==> config.mk <==
export PLATFORM = sky130hd
export DESIGN_NAME = addsub_stream_ctrl
export DESIGN_NICKNAME = d
export VERILOG_FILES = /design/src/rtl/addsub_stream_ctrl.sv
export SDC_FILE = /design/constraint.sdc
export NUM_CORES = 1
export LEC_CHECK = 0
export CAP_MARGIN = 20
export CELL_PAD_IN_SITES_DETAIL_PLACEMENT = 0
export CELL_PAD_IN_SITES_GLOBAL_PLACEMENT = 1
export CORE_ASPECT_RATIO = 0.9
export CORE_MARGIN = 1.5
export CORE_UTILIZATION = 35
export DETAILED_ROUTE_END_ITERATION = 10
export PLACE_DENSITY = 0.6
export SYNTH_ARGS = -nofsm -noshare
export SYNTH_HDL_FRONTEND = slang
export SYNTH_SLANG_ARGS = --single-unit
==> constraint.sdc <==
create_clock -name clk -period 10.9 [get_ports clk]
set_input_delay 2.725 -clock clk [delete_from_list [all_inputs] [get_ports clk]]
set_output_delay 2.725 -clock clk [all_outputs]
set_load 0.03 [all_outputs]
==> src/rtl/addsub_stream_ctrl.sv <==
// Stream initiator/collector around a single-cycle BF16/INT8 add/sub unit.
// Operand FIFO -> credit-gated issue -> overflow-aligned result FIFO.
module addsub_stream_ctrl #(
    parameter int OP_DEPTH  = 8,
    parameter int RES_DEPTH = 8,
    parameter int LAT       = 1,
    parameter int LW        = 8
) (
    input  logic          clk,
    input  logic          rst,
    input  logic [15:0]   s_op_a,
    input  logic [15:0]   s_op_b,
    input  logic          s_op_int8,
    input  logic          s_op_sub,
    input  logic          s_op_valid,
    output logic          s_op_ready,
    input  logic          start,
    input  logic [LW-1:0] batch_len,
    output logic          busy,
    output logic          done,
    output logic [15:0]   add_a,
    output logic [15:0]   add_b,
    output logic          add_int8,
    output logic          add_vld,
    input  logic [15:0]   add_res,
    input  logic          add_res_vld,
    input  logic          add_ovf,
    output logic [15:0]   m_res,
    output logic          m_res_ovf,
    output logic          m_res_valid,
    input  logic          m_res_ready,
    output logic [7:0]    ovf_count
);

    localparam int OPW = $clog2(OP_DEPTH);
    localparam int RSW = $clog2(RES_DEPTH);
    localparam int IFW = $clog2(LAT + 1) + 1;

    typedef enum logic [1:0] {
        S_IDLE,
        S_RUN,
        S_DRAIN
    } state_t;

    state_t state_q, state_d;

    logic [33:0]   op_mem_q [OP_DEPTH];
    logic [OPW-1:0] op_wr_q, op_rd_q;
    logic [OPW:0]  op_cnt_q;

    logic [16:0]   res_mem_q [RES_DEPTH];
    logic [RSW-1:0] res_wr_q, res_rd_q;
    logic [RSW:0]  res_cnt_q;

    logic [LW-1:0] len_q, issued_q;
    logic [IFW-1:0] inflight_q;
    logic [LAT-1:0] ovf_sr_q;
    logic [7:0]    ovf_cnt_q;
    logic          zdone_q, zdone_d;

    logic          op_push, issue, start_ok, credit_ok;
    logic          res_wr, res_rd, res_full, ovf_dly, drain_done;
    logic [15:0]   h_a, h_b;
    logic          h_int8, h_sub;
    logic [7:0]    b_neg8;

    assign s_op_ready = (op_cnt_q != (OPW+1)'(OP_DEPTH));
    assign op_push    = s_op_valid && s_op_ready;
    assign {h_a, h_b, h_int8, h_sub} = op_mem_q[op_rd_q];
    assign b_neg8     = ~h_b[7:0] + 8'd1;

    assign credit_ok = (32'(res_cnt_q) + 32'(inflight_q)) < 32'(RES_DEPTH);
    assign issue     = (state_q == S_RUN) && (op_cnt_q != '0)
                    && (issued_q < len_q) && credit_ok;
    assign start_ok  = (state_q == S_IDLE) && start && !zdone_q;

    // Subtract is folded into operand b so the adder only ever adds
    always_comb begin
        add_vld  = issue;
        add_a    = 16'h0000;
        add_b    = 16'h0000;
        add_int8 = 1'b0;
        if (issue) begin
            add_a    = h_a;
            add_int8 = h_int8;
            add_b    = h_b;
            if (h_sub) begin
                if (h_int8) add_b = {8'h00, b_neg8};
                else        add_b = {~h_b[15], h_b[14:0]};
            end
        end
    end

    always_ff @(posedge clk) begin
        if (op_push) op_mem_q[op_wr_q] <= {s_op_a, s_op_b, s_op_int8, s_op_sub};
    end

    always_ff @(posedge clk) begin
        if (rst) begin
            op_wr_q  <= '0;
            op_rd_q  <= '0;
            op_cnt_q <= '0;
        end else begin
            if (op_push) op_wr_q <= op_wr_q + 1'b1;
            if (issue)   op_rd_q <= op_rd_q + 1'b1;
            if (op_push && !issue)      op_cnt_q <= op_cnt_q + 1'b1;
            else if (!op_push && issue) op_cnt_q <= op_cnt_q - 1'b1;
        end
    end

    assign drain_done = (inflight_q == '0) && !add_res_vld;

    always_comb begin
        state_d = state_q;
        zdone_d = 1'b0;
        done    = zdone_q;
        unique case (state_q)
            S_IDLE: begin
                if (start_ok) begin
                    if (batch_len == '0) zdone_d = 1'b1;
                    else                 state_d = S_RUN;
                end
            end
            S_RUN: begin
                if (issue && (issued_q + LW'(1) == len_q)) state_d = S_DRAIN;
            end
            S_DRAIN: begin
                if (drain_done) begin
                    done    = 1'b1;
                    state_d = S_IDLE;
                end
            end
            default: state_d = S_IDLE;
        endcase
    end

    always_ff @(posedge clk) begin
        if (rst) begin
            state_q <= S_IDLE;
            zdone_q <= 1'b0;
        end else begin
            state_q <= state_d;
            zdone_q <= zdone_d;
        end
    end

    assign busy = (state_q != S_IDLE);

    always_ff @(posedge clk) begin
        if (rst) begin
            len_q      <= '0;
            issued_q   <= '0;
            inflight_q <= '0;
            ovf_sr_q   <= '0;
        end else begin
            if (start_ok) begin
                len_q    <= batch_len;
                issued_q <= '0;
            end else if (issue) begin
                issued_q <= issued_q + LW'(1);
            end
            if (issue && !add_res_vld)      inflight_q <= inflight_q + 1'b1;
            else if (!issue && add_res_vld) inflight_q <= inflight_q - 1'b1;
            ovf_sr_q <= (ovf_sr_q << 1) | LAT'(issue && add_ovf);
        end
    end

    assign ovf_dly     = ovf_sr_q[LAT-1];
    assign m_res_valid = (res_cnt_q != '0);
    assign res_full    = (res_cnt_q == (RSW+1)'(RES_DEPTH));
    assign res_rd      = m_res_valid && m_res_ready;
    assign res_wr      = add_res_vld && (!res_full || res_rd);
    assign m_res       = m_res_valid ? res_mem_q[res_rd_q][16:1] : 16'h0000;
    assign m_res_ovf   = m_res_valid && res_mem_q[res_rd_q][0];
    assign ovf_count   = ovf_cnt_q;

    always_ff @(posedge clk) begin
        if (res_wr) res_mem_q[res_wr_q] <= {add_res, ovf_dly};
    end

    always_ff @(posedge clk) begin
        if (rst) begin
            res_wr_q  <= '0;
            res_rd_q  <= '0;
            res_cnt_q <= '0;
            ovf_cnt_q <= '0;
        end else begin
            if (res_wr) res_wr_q <= res_wr_q + 1'b1;
            if (res_rd) res_rd_q <= res_rd_q + 1'b1;
            if (res_wr && !res_rd)      res_cnt_q <= res_cnt_q + 1'b1;
            else if (!res_wr && res_rd) res_cnt_q <= res_cnt_q - 1'b1;
            if (start_ok) ovf_cnt_q <= '0;
            else if (res_wr && ovf_dly && ovf_cnt_q != 8'hFF)
                ovf_cnt_q <= ovf_cnt_q + 8'd1;
        end
    end

    a_no_drop: assert property (@(posedge clk) disable iff (rst)
        !(add_res_vld && res_full && !res_rd));

endmodule
==> reports/qor.csv <==
stage,metric,value,unit
placed_design,post-DP HPWL,21.3,mm
logic_synthesis,Synth Warn #,0,
logic_synthesis,commonest cells in the netlist,"edfxtp_1, mux4_2, nor2_1, dfxtp_1, mux2i_1",
global_route,first-pass GRT wire length,59.4,mm
clock_network,clk_lat worst skew,0.58,ns
worst_setup_path,cells on worst reg2reg path,14,
detailed_routing,DRT antenna net count,0,
global_route,GRT Total Usage,14.5,%
logic_synthesis,largest cells by area after synthesis,"edfxtp_1, mux4_2, dfxtp_1",
sta,RSZ-0062 raised after global routing,false,
worst_setup_path,CP max stage delay,0.69,ns
detailed_routing,via count,9248,
detailed_routing,DR WL/cell,20.4,um
outcome,outcome,"complete, no violations",
worst_setup_path,Worst EP required,8.18,ns
clock_network,Worst-path clk slew,0.06,ns
power,Power Density,211,nW/um^2
logic_synthesis,"count leader, synth",edfxtp_1,
power,VDD IR-drop max,0.000139,V
worst_setup_path,slowest CP cell,or2_2,
detailed_routing,drt drc,0,
detailed_routing,DRT iter0 DRCs,538,
floorplan,core area,51900,um^2
clock_network,clock sinks,464,
sta,Final Slew Violations,0,
sta,Max Freq,0.140,GHz
logic_synthesis,Unique masters post-synth,48,
placed_design,pre-CTS setup slack,3.94,ns
global_route,vias in the first global route,9664,
worst_setup_path,crit path max fanout,33,
logic_synthesis,Seq cells post-synth,464,
sta,final setup margin,3.74,ns
logic_synthesis,share of the synthesized area in the top cell type,66.3,%
placed_design,Port Buffer Count,127,
floorplan,I/O Pins,128,
worst_setup_path,reg2reg start,len_q[5]$_SDFFE_PP0P_,
sta,setup TNS,0,ns
worst_setup_path,CP dominant cell by count,a21o_1,
sta,minimum clock period,7.16,ns
logic_synthesis,Post-Syn Nets,1099,
logic_synthesis,Post-synth EDFFs,408,
worst_setup_path,reg2reg end,op_cnt_q[3]$_SDFFE_PP0P_,
worst_setup_path,critical path endpoint,add_b[14],
layout,layout cells sized above 1,18.2,%
clock_network,Post-CTS Setup Repair Bufs,0,
placed_design,RePlAce Congestion,0.732,
clock_network,post-cts sizing count,0,
detailed_routing,Vias/cell,4.88,
clock_network,Clock Tree Buf Depth,3,
power,leakage power,0.00701,uW
floorplan,Die X,245,um
sta,Final Hold Fails,0,
logic_synthesis,Synth Flop Type,edfxtp_1,
sta,Rel. slew slack,28.4,%
sta,period utilization,65.7,%
clock_network,H-tree depth,2,
worst_setup_path,Critical Path Start,len_q[5]$_SDFFE_PP0P_,
clock_network,hold buffers post-CTS,0,
layout,Synth-to-Final Area Change,20.5,%
clock_network,root buffer cell,clkbuf_16,
flow_run,Max Cap Violations,0,
global_route,largest net degree at the start of global routing,68,
sta,Slew @ Worst Pin,1.07,ns
worst_setup_path,"reg-to-reg slack, setup",6.95,ns
logic_synthesis,Yosys top cell by area,edfxtp_1,
floorplan,initial core utilization,35.6,%
logic_synthesis,Synth Instances,1009,
global_route,GRT overflow,0,
worst_setup_path,CP Launch Type,register,
logic_synthesis,sequential area share after synthesis,72.4,%
detailed_routing,Detailed Route WL,38.7,mm
worst_setup_path,Crit Path Class,reg -> out,
clock_network,CTS Buf Count,50,
sta,clock skew,0.0151,ns
clock_network,CTS tree,yes,
logic_synthesis,Async SR Flop Fraction,0,%
hold_path,hold crit path type,reg -> reg,
global_route,initial antenna violation count,3,
layout,Fillers,4621,
hold_path,Hold Crit Depth,2,
logic_synthesis,synthesized area,18500,um^2
detailed_routing,DR pass1 iterations,4,
layout,nets@finish,1261,
floorplan,site row count,79,
sta,final setup vio count,0,
floorplan,die height,221,um
worst_setup_path,crit path cell chain,inv_1 -> ha_1 -> a21o_1 -> a21o_1 -> a221o_1 -> or2_2 -> inv_2 -> nand2_1 -> nor2_1 -> clkdlybuf4s50_1,
logic_synthesis,Syn Area/Cell,18.3,um^2
worst_setup_path,"Arr. time, crit path",4.43,ns
worst_setup_path,CP endpoint kind,primary output,
floorplan,Die Area,54200,um^2
## layer usage
metal / wire length (um) / track usage [%] / up-vias
met3: 1970 / 3.27 / 52
met4: 724 / 3.96 / 4
met1: 18000 / 20.3 / 4701
met2: 18000 / 22.6 / 199
met5: 24 / 0 / -
li1: - / - / 4292
## registers in the layout (all words and copies together), names as in the netlist, named ones only
register,flops
op_cnt_q,4
ovf_dly,1
ovf_count,8
res_wr_q,3
op_wr_q,3
op_mem_q,272
issued_q,8
res_cnt_q,4
len_q,8
op_rd_q,3
zdone_q,1
res_rd_q,3
res_mem_q,136
state_q,2
inflight_q,2
## layout make-up
type | instances | area [um^2] | area share, %
flip-flops and latches | 464 | 13400 | 60.1
well taps | 688 | 861 | 3.87
repair buffers | 152 | 1470 | 6.62
inverters | 18 | 67.6 | 0.304
clock buffers | 66 | 1330 | 5.99
diodes | 1 | 2.50 | 0.0112
multi-input cells | 485 | 4910 | 22.1
clock inverters | 21 | 225 | 1.01
## worst min-delay path by stage
stage | slack (ns) | startpoint | end
2_1_floorplan | 0.44 | len_q[0]$_SDFFE_PP0P_ | len_q[0]$_SDFFE_PP0P_
3_3_place_gp | 0.47 | op_rd_q[1]$_SDFFE_PP0P_ | register
3_5_place_dp | 0.47 | len_q[0]$_SDFFE_PP0P_ | len_q[0]$_SDFFE_PP0P_
4_1_cts | 0.48 | len_q[0]$_SDFFE_PP0P_ | len_q[0]$_SDFFE_PP0P_
5_1_grt | 0.51 | len_q[4]$_SDFFE_PP0P_ | len_q[4]$_SDFFE_PP0P_
6_report | 0.47 | op_rd_q[1]$_SDFFE_PP0P_ | register
## power breakdown
part	internal (uW)	switching [uW]	total [uW]
sequential	2050	54.8	2100
clock	954	670	1620
combinational	433	528	961
total	3430	1250	4690
## cells by family (layout without fill, tap and decap cells)
family | after synthesis | in the layout | share of synthesized area [%]
flip-flops | 464 | 464 | 72.4
AND/OR/NAND/NOR | 206 | 206 | 4.97
multiplexers | 156 | 156 | 15.6
buffers and inverters | 60 | 257 | 1.39
AO/OA/AOI/OAI | 54 | 54 | 1.77
XOR/XNOR | 44 | 44 | 2.09
adder cells (fa/ha/maj) | 25 | 25 | 1.78
other | 0 | 1 | 0
## worst max-delay path: cells and delay by family (launching register included)
family | cells | cell delay (ns)
simple gates | 3 | 1.26
buf+inv | 3 | 1.08
compound gates | 3 | 0.83
flops | 1 | 0.36
fa+ha+maj | 1 | 0.30
## per-stage QoR
| stage | hold WS (ns) | instance area, um^2 | utilization, % | cells | total power, uW |
|---|---|---|---|---|---|
| finish | 0.474 | 22300 | 42.9 | 1895 | 4690 |
| global route | 0.513 | 22300 | 42.9 | 1894 | 4900 |
| CTS | 0.479 | 22200 | 42.8 | 1891 | 4760 |
| detailed placement | 0.469 | 20700 | 39.8 | 1804 | 3120 |
| global placement | 0.467 | 20700 | 39.8 | 1804 | 3120 |
| floorplan | 0.441 | 18500 | - | 1009 | 2790 |
## cell usage in the layout (no fill, tap or decap), types with 6 or more instances in the layout
cell / Yosys / layout
edfxtp_1: 408 / 408
clkdlybuf4s50_1: 0 / 127
mux4_2: 101 / 101
nor2_1: 96 / 93
dfxtp_1: 56 / 52
clkbuf_16: 0 / 51
mux2i_1: 47 / 47
nand2_1: 44 / 44
a21oi_1: 26 / 26
xnor2_1: 23 / 23
ha_1: 23 / 23
buf_4: 1 / 22
xor2_1: 21 / 21
inv_1: 17 / 17
clkbuf_1: 19 / 15
clkinv_1: 0 / 10
nor3_1: 15 / 9
nand3_1: 9 / 9
o21ai_0: 8 / 8
nand4_1: 7 / 7
or3_1: 7 / 7
nand2b_1: 6 / 6
No activity file was read; power rests on OpenSTA's default activity.
